File: config.mk
export PLATFORM = sky130hd
export DESIGN_NAME = radial_zone_cfg_writer
export DESIGN_NICKNAME = d
export VERILOG_FILES = /design/src/rtl/radial_zone_cfg_writer_pkg.sv /design/src/rtl/radial_zone_cfg_regfile.sv /design/src/rtl/radial_zone_cfg_writer.sv
export SDC_FILE = /design/constraint.sdc
export NUM_CORES = 1
export LEC_CHECK = 0
export BUFFER_PORTS_ARGS = -buffer_cell sky130_fd_sc_hd__buf_2
export CAP_MARGIN = 20
export CORE_ASPECT_RATIO = 1.4
export CORE_MARGIN = 2
export CORE_UTILIZATION = 55
export CTS_BUF_LIST = sky130_fd_sc_hd__clkbuf_4
export DETAILED_ROUTE_END_ITERATION = 10
export GPL_ROUTABILITY_DRIVEN = 0
export GPL_TIMING_DRIVEN = 0
export PLACE_DENSITY = 0.83
export SYNTH_ARGS = -nofsm -noshare
export SYNTH_HDL_FRONTEND = slang
export SYNTH_SLANG_ARGS = --single-unit
File: constraint.sdc
create_clock -name clk_i -period 2.1 [get_ports clk_i]
set_input_delay 0 -clock clk_i [delete_from_list [all_inputs] [get_ports clk_i]]
set_output_delay 0 -clock clk_i [all_outputs]
set_load 0.05 [all_outputs]
File: src/rtl/radial_zone_cfg_writer_pkg.sv
`default_nettype none
// ============================================================================
// radial_zone_cfg_writer_pkg : address map, reset values and FSM states
// Rev 1.0
// ============================================================================
package radial_zone_cfg_writer_pkg;

  localparam int ZONE_IDX_W = 6;

  localparam logic [1:0] FLD_C    = 2'd0;
  localparam logic [1:0] FLD_Z    = 2'd1;
  localparam logic [1:0] FLD_ZMIN = 2'd2;
  localparam logic [1:0] FLD_RSQ  = 2'd3;

  localparam logic [7:0] ADDR_COL_CENTER = 8'hF0;
  localparam logic [7:0] ADDR_ROW_CENTER = 8'hF1;
  localparam logic [7:0] ADDR_CLR_ERR    = 8'hFE;
  localparam logic [7:0] ADDR_COMMIT     = 8'hFF;

  // Reset values make every zone a pass-through filter
  localparam logic [15:0] RST_C      = 16'h0000;
  localparam logic [15:0] RST_Z      = 16'hFFFF;
  localparam logic [15:0] RST_ZMIN   = 16'h0000;
  localparam logic [17:0] RST_RSQ    = 18'h3FFFF;
  localparam logic [15:0] RST_CENTER = 16'h0000;

  typedef enum logic [1:0] {
    ST_IDLE    = 2'd0,
    ST_PENDING = 2'd1,
    ST_APPLY   = 2'd2
  } state_t;

endpackage
`default_nettype wire

File: src/rtl/radial_zone_cfg_regfile.sv
`default_nettype none
// ============================================================================
// radial_zone_cfg_regfile : shadow/active register pairs, loaded per field
// Rev 1.0
// ============================================================================
module radial_zone_cfg_regfile
  import radial_zone_cfg_writer_pkg::*;
#(
  parameter int NO_ZONES = 1
) (
  input  logic                    clk_i,
  input  logic                    rst_ni,
  input  logic                    zone_we_i,
  input  logic [ZONE_IDX_W-1:0]   zone_i,
  input  logic [1:0]              fld_i,
  input  logic                    col_we_i,
  input  logic                    row_we_i,
  input  logic [17:0]             data_i,
  input  logic                    apply_i,
  output logic [16*NO_ZONES-1:0]  c_o,
  output logic [16*NO_ZONES-1:0]  z_o,
  output logic [16*NO_ZONES-1:0]  z_min_o,
  output logic [18*NO_ZONES-1:0]  r_squared_o,
  output logic [15:0]             col_center_o,
  output logic [15:0]             row_center_o
);

  for (genvar zi = 0; zi < NO_ZONES; zi++) begin : g_zone
    logic        zone_sel;
    logic [15:0] c_sh_q, z_sh_q, zmin_sh_q;
    logic [17:0] rsq_sh_q;
    logic [15:0] c_act_q, z_act_q, zmin_act_q;
    logic [17:0] rsq_act_q;

    assign zone_sel = zone_we_i && (zone_i == ZONE_IDX_W'(zi));

    always_ff @(posedge clk_i or negedge rst_ni) begin
      if (!rst_ni) begin
        c_sh_q     <= RST_C;
        z_sh_q     <= RST_Z;
        zmin_sh_q  <= RST_ZMIN;
        rsq_sh_q   <= RST_RSQ;
        c_act_q    <= RST_C;
        z_act_q    <= RST_Z;
        zmin_act_q <= RST_ZMIN;
        rsq_act_q  <= RST_RSQ;
      end else begin
        if (zone_sel) begin
          case (fld_i)
            FLD_C:    c_sh_q    <= data_i[15:0];
            FLD_Z:    z_sh_q    <= data_i[15:0];
            FLD_ZMIN: zmin_sh_q <= data_i[15:0];
            default:  rsq_sh_q  <= data_i;
          endcase
        end
        if (apply_i) begin
          c_act_q    <= c_sh_q;
          z_act_q    <= z_sh_q;
          zmin_act_q <= zmin_sh_q;
          rsq_act_q  <= rsq_sh_q;
        end
      end
    end

    assign c_o[16*zi +: 16]         = c_act_q;
    assign z_o[16*zi +: 16]         = z_act_q;
    assign z_min_o[16*zi +: 16]     = zmin_act_q;
    assign r_squared_o[18*zi +: 18] = rsq_act_q;
  end

  logic [15:0] col_sh_q, row_sh_q, col_act_q, row_act_q;

  always_ff @(posedge clk_i or negedge rst_ni) begin
    if (!rst_ni) begin
      col_sh_q  <= RST_CENTER;
      row_sh_q  <= RST_CENTER;
      col_act_q <= RST_CENTER;
      row_act_q <= RST_CENTER;
    end else begin
      if (col_we_i) col_sh_q <= data_i[15:0];
      if (row_we_i) row_sh_q <= data_i[15:0];
      if (apply_i) begin
        col_act_q <= col_sh_q;
        row_act_q <= row_sh_q;
      end
    end
  end

  assign col_center_o = col_act_q;
  assign row_center_o = row_act_q;

endmodule
`default_nettype wire

File: src/rtl/radial_zone_cfg_writer.sv
`default_nettype none
// ============================================================================
// radial_zone_cfg_writer : register decode and commit FSM for radial zones
// Rev 1.0
// ============================================================================
module radial_zone_cfg_writer
  import radial_zone_cfg_writer_pkg::*;
#(
  parameter int NO_ZONES          = 1,
  parameter int FRAME_START_GATED = 1
) (
  input  logic                    clk_i,
  input  logic                    rst_ni,
  input  logic                    cfg_valid_i,
  output logic                    cfg_ready_o,
  input  logic [7:0]              cfg_addr_i,
  input  logic [17:0]             cfg_data_i,
  input  logic                    valid_i,
  input  logic [15:0]             col_i,
  input  logic [15:0]             row_i,
  output logic [16*NO_ZONES-1:0]  c_o,
  output logic [16*NO_ZONES-1:0]  z_o,
  output logic [16*NO_ZONES-1:0]  z_min_o,
  output logic [18*NO_ZONES-1:0]  r_squared_o,
  output logic [15:0]             col_center_o,
  output logic [15:0]             row_center_o,
  output logic                    pending_o,
  output logic                    applied_o,
  output logic                    err_o
);

  localparam logic [ZONE_IDX_W-1:0] ZONE_LIMIT = ZONE_IDX_W'(NO_ZONES);

  state_t state_q;
  logic   cfg_ready_q, pending_q, applied_q, err_q;
  logic   accept, zone_hit, col_hit, row_hit, clr_hit, commit_hit, bad_hit;
  logic   frame_start;

  assign accept      = cfg_valid_i & cfg_ready_q;
  // Zone indices stop below 0xF0 even at 60 zones, so no overlap with specials
  assign zone_hit    = cfg_addr_i[7:2] < ZONE_LIMIT;
  assign col_hit     = cfg_addr_i == ADDR_COL_CENTER;
  assign row_hit     = cfg_addr_i == ADDR_ROW_CENTER;
  assign clr_hit     = cfg_addr_i == ADDR_CLR_ERR;
  assign commit_hit  = cfg_addr_i == ADDR_COMMIT;
  assign bad_hit     = ~(zone_hit | col_hit | row_hit | clr_hit | commit_hit);
  assign frame_start = valid_i & (col_i == 16'd0) & (row_i == 16'd0);

  always_ff @(posedge clk_i or negedge rst_ni) begin
    if (!rst_ni) begin
      state_q     <= ST_IDLE;
      cfg_ready_q <= 1'b1;
      pending_q   <= 1'b0;
      applied_q   <= 1'b0;
    end else begin
      case (state_q)
        ST_IDLE: begin
          if (accept && commit_hit) begin
            state_q     <= ST_PENDING;
            cfg_ready_q <= 1'b0;
            pending_q   <= 1'b1;
          end
        end
        ST_PENDING: begin
          if ((FRAME_START_GATED == 0) || frame_start) begin
            state_q   <= ST_APPLY;
            pending_q <= 1'b0;
            applied_q <= 1'b1;
          end
        end
        ST_APPLY: begin
          state_q     <= ST_IDLE;
          applied_q   <= 1'b0;
          cfg_ready_q <= 1'b1;
        end
        default: begin
          state_q     <= ST_IDLE;
          cfg_ready_q <= 1'b1;
          pending_q   <= 1'b0;
          applied_q   <= 1'b0;
        end
      endcase
    end
  end

  // A bad address in the same write as the clear keeps the flag set
  always_ff @(posedge clk_i or negedge rst_ni) begin
    if (!rst_ni) begin
      err_q <= 1'b0;
    end else if (accept && bad_hit) begin
      err_q <= 1'b1;
    end else if (accept && clr_hit) begin
      err_q <= 1'b0;
    end
  end

  radial_zone_cfg_regfile #(
    .NO_ZONES (NO_ZONES)
  ) u_regfile (
    .clk_i        (clk_i),
    .rst_ni       (rst_ni),
    .zone_we_i    (accept & zone_hit),
    .zone_i       (cfg_addr_i[7:2]),
    .fld_i        (cfg_addr_i[1:0]),
    .col_we_i     (accept & col_hit),
    .row_we_i     (accept & row_hit),
    .data_i       (cfg_data_i),
    .apply_i      (state_q == ST_APPLY),
    .c_o          (c_o),
    .z_o          (z_o),
    .z_min_o      (z_min_o),
    .r_squared_o  (r_squared_o),
    .col_center_o (col_center_o),
    .row_center_o (row_center_o)
  );

  assign cfg_ready_o = cfg_ready_q;
  assign pending_o   = pending_q;
  assign applied_o   = applied_q;
  assign err_o       = err_q;

endmodule
`default_nettype wire

After elaboration in Yosys (flattened, before gate mapping)
Index checks and enable logic that the tools add are counted.
{"block": "word_totals", "register_bits": 202, "input_bits": 62, "output_inout_bits": 102, "word_cells": 74}
{"block": "classes", "n_lt_le_gt_ge": 1, "n_eq_ne": 10, "muxes": 12, "bitwise_logic": 15, "reduce_logical": 19}
{"operator": "$eq A8 B8 Y1 const B", "n": 4}
{"operator": "$logic_not A16 Y1", "n": 2}
{"operator": "$reduce_and A2 Y1", "n": 7}
{"operator": "$and A1 B1 Y1", "n": 6}
{"operator": "$logic_not A6 Y1", "n": 1}
{"operator": "$lt A6 B1 Y1 const B", "n": 1}
{"operator": "$mux W1", "n": 6}
{"operator": "$not A1 Y1", "n": 5}
{"operator": "$eq A2 B1 Y1 const B", "n": 2}
{"operator": "$eq A2 B2 Y1 const B", "n": 2}
{"operator": "$logic_and A1 B1 Y1", "n": 4}
{"operator": "$logic_not A2 Y1", "n": 2}
{"operator": "$mux W2", "n": 2}
{"operator": "$ne A2 B2 Y1 const B", "n": 2}
{"operator": "$or A1 B1 Y1", "n": 4}
{"operator": "$pmux W1 S2", "n": 2}
{"operator": "$pmux W2 S2", "n": 1}
{"operator": "$pmux W1 S3", "n": 1}
{"operator": "$reduce_and A3 Y1", "n": 1}
{"operator": "$reduce_or A3 Y1", "n": 1}
{"operator": "$reduce_bool A2 Y1", "n": 1}

Longest topological paths before layout
{"block": "logic_depth", "ltp_word": 8, "mapped_depth": 6}

Hierarchy
A second synthesis with hierarchy kept.
{"block": "hier_totals", "cells_unflattened": 461, "hier_area_um2": 7941.4}
{"mod": "radial_zone_cfg_regfile", "instances": 1, "cells_each": 418, "area_per_inst_um2": 7547.2, "seq_area_each_um2": 4989.8}
{"mod": "radial_zone_cfg_writer", "instances": 1, "cells_each": 43, "area_per_inst_um2": 394.1, "seq_area_each_um2": 151.4}

Least setup slack after synthesis
No wires, ideal clock.
{"block": "synth_timing", "kind": "register to register", "start": "register cfg_ready_q, in the netlist cfg_ready_o", "end": "register u_regfile.row_sh_q[0]", "t_arrival_ns": 1.873, "required_time_ns": 1.975, "setup_slack_ns": 0.102, "path_stages_with_launch": 5, "path_buffers": 1, "period_less_slack_ns": 1.998, "cell_sequence": "dfstp_2 > nand3_1 > nor2_1 > buf_2 > mux2_2"}
{"block": "synth_via", "elab_chain_len": 2}
{"element": "start: declaration", "line": "radial_zone_cfg_writer.sv:35", "text": "logic cfg_ready_q, pending_q, applied_q, err_q;"}
{"element": "start signal: assignment", "line": "radial_zone_cfg_writer.sv:52", "text": "cfg_ready_q <= 1'b1;"}
{"element": "start signal: assignment", "line": "radial_zone_cfg_writer.sv:60", "text": "cfg_ready_q <= 1'b0;"}
{"element": "start signal: assignment", "line": "radial_zone_cfg_writer.sv:74", "text": "cfg_ready_q <= 1'b1;"}
{"element": "$and A1 B1 Y1", "line": "radial_zone_cfg_writer.sv:39", "text": "assign accept = cfg_valid_i & cfg_ready_q;"}
{"element": "$and A1 B1 Y1", "line": "radial_zone_cfg_writer.sv:106", "text": ".row_we_i (accept & row_hit),"}
{"element": "end signal: assignment", "line": "radial_zone_cfg_regfile.sv:81", "text": "if (row_we_i) row_sh_q <= data_i[15:0];"}
{"element": "end: declaration", "line": "radial_zone_cfg_regfile.sv:71", "text": "logic [15:0] col_sh_q, row_sh_q, col_act_q, row_act_q;"}
No other way between the ends.
A chain may end at the register's enable or synchronous reset.

Final worst setup path
{"block": "layout_timing", "start": "input port col_i[4]", "end": "register state_q[0]"}
{"block": "layout_via", "elab_chain_len": 5}
{"element": "start: declaration", "line": "radial_zone_cfg_writer.sv:19", "text": "input logic [15:0] col_i,"}
{"element": "$logic_not A16 Y1", "line": "radial_zone_cfg_writer.sv:47", "text": "assign frame_start = valid_i & (col_i == 16'd0) & (row_i == 16'd0);"}
{"element": "$and A1 B1 Y1 (2 in a row)", "line": "radial_zone_cfg_writer.sv:47"}
{"element": "$ne A2 B2 Y1 (no line)"}
{"element": "$reduce_and A2 Y1 (no line)"}
{"element": "end signal: assignment", "line": "radial_zone_cfg_writer.sv:51", "text": "state_q <= ST_IDLE;"}
{"element": "end signal: assignment", "line": "radial_zone_cfg_writer.sv:59", "text": "state_q <= ST_PENDING;"}
{"element": "end signal: assignment", "line": "radial_zone_cfg_writer.sv:66", "text": "state_q <= ST_APPLY;"}
{"element": "end: declaration", "line": "radial_zone_cfg_writer.sv:34", "text": "state_t state_q;"}
No other way between the ends.

==> key figures <==
STA
  – Fmax: 472.6 MHz
  – Final Slew Violations: 0
  – Worst relative slew slack: 51.78%
  – Final Skew: 0.04860 ns
  – Crit share post-route: 100.8%
  – Fin crit period: 2.116 ns
  – Hold Fails Final Rpt: 0
  – RSZ-0062 raised after global routing: true
  – TNS Setup: -0.01586 ns
  – Worst slew pin tran: 0.7232 ns
  – Final setup viols: 1
  – Final WS setup: -0.01586 ns

Power
  – Leak Pwr: 0.005270 uW
  – Switching share of power: 22.53%
  – Sequential Power Share: 52.8%
  – Comb pwr share: 3.6%
  – Clk pwr share: 43.5%
  – Peak VDD IR: 424.2 uV
  – PwrDens: 728.7 nW/um^2
  – P_int: 5712 uW
  – P_sw: 1661 uW

Run status
  – Status: finished, violations left
  – Failing checks: negative setup slack

Setup path
  – Crit-path max FO: 2
  – Critical path required time: 2.54 ns
  – CP most frequent cell: dlygate4sd3_1
  – Reg2Reg Depth: 4
  – Setup crit start: col_i[4]
  – Critical path data arrival time: 2.56 ns
  – Critical Path End Type: register
  – CP Class: in2reg
  – CP Cell Sequence: dlygate4sd3_1 > buf_2 > nor2_1 > dlygate4sd3_1 > nand2_1 > dlygate4sd3_1 > nor4_2 > o21ai_0
  – Setup crit start kind: primary input
  – Slowest CP cell: dlygate4sd3_1
  – Reg2reg start: cfg_ready_o$_DFFE_PN1P_
  – Setup crit end: state_q[0]$_DFFE_PN0P_
  – CP peak stage delay: 0.59 ns
  – Worst r2r dst: u_regfile.g_zone[0].c_sh_q[13]$_DFFE_PN0P_
  – Setup slack, reg-to-reg: 0.04 ns

Routing
  – DRC: 0
  – DR vias/cell: 5.328
  – Avg WL per Cell: 19.91 um
  – Initial DRC count: 123
  – TritonRoute pass-1 iters: 4
  – WL final: 19040 um
  – Detailed-route via count: 5094
  – Antenna viol nets, final: 0

Min path
  – Worst Hold Class: in2async

Placed design
  – Port bufs: 163
  – Pre-CTS WS: -0.2652 ns
  – Placed cells: 811
  – DP HPWL: 11850 um

Cells and area
  – Nets: 790
  – Fin cells: 956
  – Highest-count cells in the layout ignoring fill and taps: 176 x mux2_2, 166 x buf_2, 133 x dfrtp_1, 72 x clkbuf_4, 69 x dfstp_2
  – Finished Core Util: 72.74%
  – Commonest non-fill, non-tap cell in the layout: mux2_2
  – Layout cells sized above 1: 68.49%
  – Area delta synth->final: 29.48%

Clock network
  – Clock root buffer: clkbuf_4
  – Clock H-tree levels: 2
  – Reg clk slew, reported paths: 0.08 ns
  – Clock Tree Buf Depth: 3
  – TritonCTS buffer count: 48
  – TritonCTS clock tree: built
  – Clk sinks: 202
  – Clk_lat worst skew: 0.60 ns
  – Setup bufs post-CTS: 0

Synth
  – Synth area leader: dfrtp_1
  – Top cells by area in the synthesized netlist: dfrtp_1 43%, mux2_2 25%, dfstp_2 23%, mux2_4 3.8%, nor4_1 0.56%
  – Register area share after synthesis: 65.79%
  – Primary FF master, synth: dfrtp_1
  – Post-synth cell types: 29
  – Number of synthesized flops with an enable pin: 0
  – Synthesized netlist net count: 524
  – Async SR Flop Fraction: 100.0%
  – Synthesized flop and latch total: 202
  – Synth Instances: 462
  – Average size of a mapped cell: 16.92 sq um
  – Synth Warn #: 0
  – Area share of the largest cell type after synthesis: 42.59%
  – Synthesized area: 7815 sq um

Global route
  – Gr ovfl total: 0
  – Vias in the first global route: 5727
  – First-pass GRT wire length: 29650 um
  – Largest net degree at the start of global routing: 138
  – GRT Util Overall: 24.99%
  – Antenna violations before repair: 3

Floorplanning
  – Die footprint: 15190 sq um
  – Starting density of the core: 56.18%
  – Core area: 13910 sq um
  – Die width: 104.7 um
  – Die Ht: 145.0 um
  – I/O pin cnt: 164
  – Row count: 51

Flow run
  – Max-cap violations: 0
==> critical path: cells and delay by family <==
| kind | cells | cell delay (ns) |
|---|---|---|
| and+or+nand+nor | 3 | 0.53 |
| buffers and inverters | 4 | 1.82 |
| AOI/OAI and AO/OA | 1 | 0.20 |
==> synthesized netlist by cell type, types with 3 or more instances <==
cell and instances:
mux2_2 176, dfrtp_1 133, dfstp_2 69, mux2_4 20
clkbuf_1 8, nor4_1 7, buf_2 5, nor2_1 5
nand2_1 4, or3_1 4, buf_4 3, inv_1 3
==> through the flow <==
| stage | area (sq um) | total power [uW] | hold slack (ns) |
|---|---|---|---|
| final | 10120 | 7373 | 0.1302 |
| after global routing | 10120 | 7692 | 0.1444 |
| after CTS | 9987 | 7425 | 0.1026 |
| after detailed placement | 8900 | 4156 | -0.02389 |
| after global placement | 8862 | 4139 | 0.2336 |
| after floorplan | 7815 | 3976 | -0.2956 |
==> routing by layer <==
metal / up-vias / GRT usage (%) / part of all wire [%]
met5: - / 0 / 0
met4: 0 / 9.733 / 3.6
met3: 56 / 5.615 / 5.8
met2: 208 / 44.84 / 53
met1: 2611 / 28.76 / 37
li1: 2219 / - / -
==> power by group through the flow <==
stage	sequential [uW]	clock [uW]	combinational (uW)
floorplan	3970	0	10.0
detailed placement	3960	0	191
CTS	3900	3280	247
finish	3900	3210	268
global placement	3960	0	175
global route	3890	3510	293
==> sequential cells by signal (all words and copies together), names as in the netlist <==
name	cells
applied_o	1
cfg_ready_o	1
err_o	1
pending_o	1
state_q	2
u_regfile.c_o	16
u_regfile.col_center_o	16
u_regfile.col_sh_q	16
u_regfile.g_zone.c_sh_q	16
u_regfile.g_zone.rsq_sh_q	18
u_regfile.g_zone.z_sh_q	16
u_regfile.g_zone.zmin_sh_q	16
u_regfile.r_squared_o	18
u_regfile.row_center_o	16
u_regfile.row_sh_q	16
u_regfile.z_min_o	16
u_regfile.z_o	16
==> worst min-delay path by stage <==
stage | startpoint | end | slack [ns] | depth (start not counted)
2_1_floorplan | rst_ni | applied_o$_DFFE_PN0P_ | -0.30 | 0
3_3_place_gp | cfg_data_i[16] | u_regfile.g_zone[0].rsq_sh_q[16]$_DFFE_PN1P_ | 0.23 | 2
3_5_place_dp | rst_ni | u_regfile.g_zone[0].zmin_sh_q[14]$_DFFE_PN0P_ | -0.02 | 1
4_1_cts | rst_ni | u_regfile.r_squared_o[4]$_DFFE_PN1P_ | 0.10 | 2
5_1_grt | rst_ni | u_regfile.z_o[3]$_DFFE_PN1P_ | 0.14 | 2
6_report | rst_ni | cfg_ready_o$_DFFE_PN1P_ | 0.13 | 2
==> final cells by class <==
cell class	instances	area [sq um]
antenna	3	7.507
buffer	19	125.1
clock buffer	72	540.5
clock inverter	18	96.34
fill	919	3792
inverter	3	11.26
multi-input combinational	238	2581
sequential	202	5141
tap	185	231.5
timing repair buffer	216	1384
==> logic make-up after synthesis <==
family,Yosys count,synth area share [%]
buf+inv,22,1.681
mux,196,29.20
simple gates,36,2.770
compound gates,6,0.5605
flops,202,65.79
==> timing repair <==
| action | CTS | global route |
|---|---|---|
| resized for setup | 7 | 6 |
| setup endpoints to repair | 51 | 107 |
| pin swaps | 0 | 2 |
| endpoints found under the hold margin | 272 | 4 |
| hold buffers | 41 | 14 |
Power figures use the tool's default switching activity.
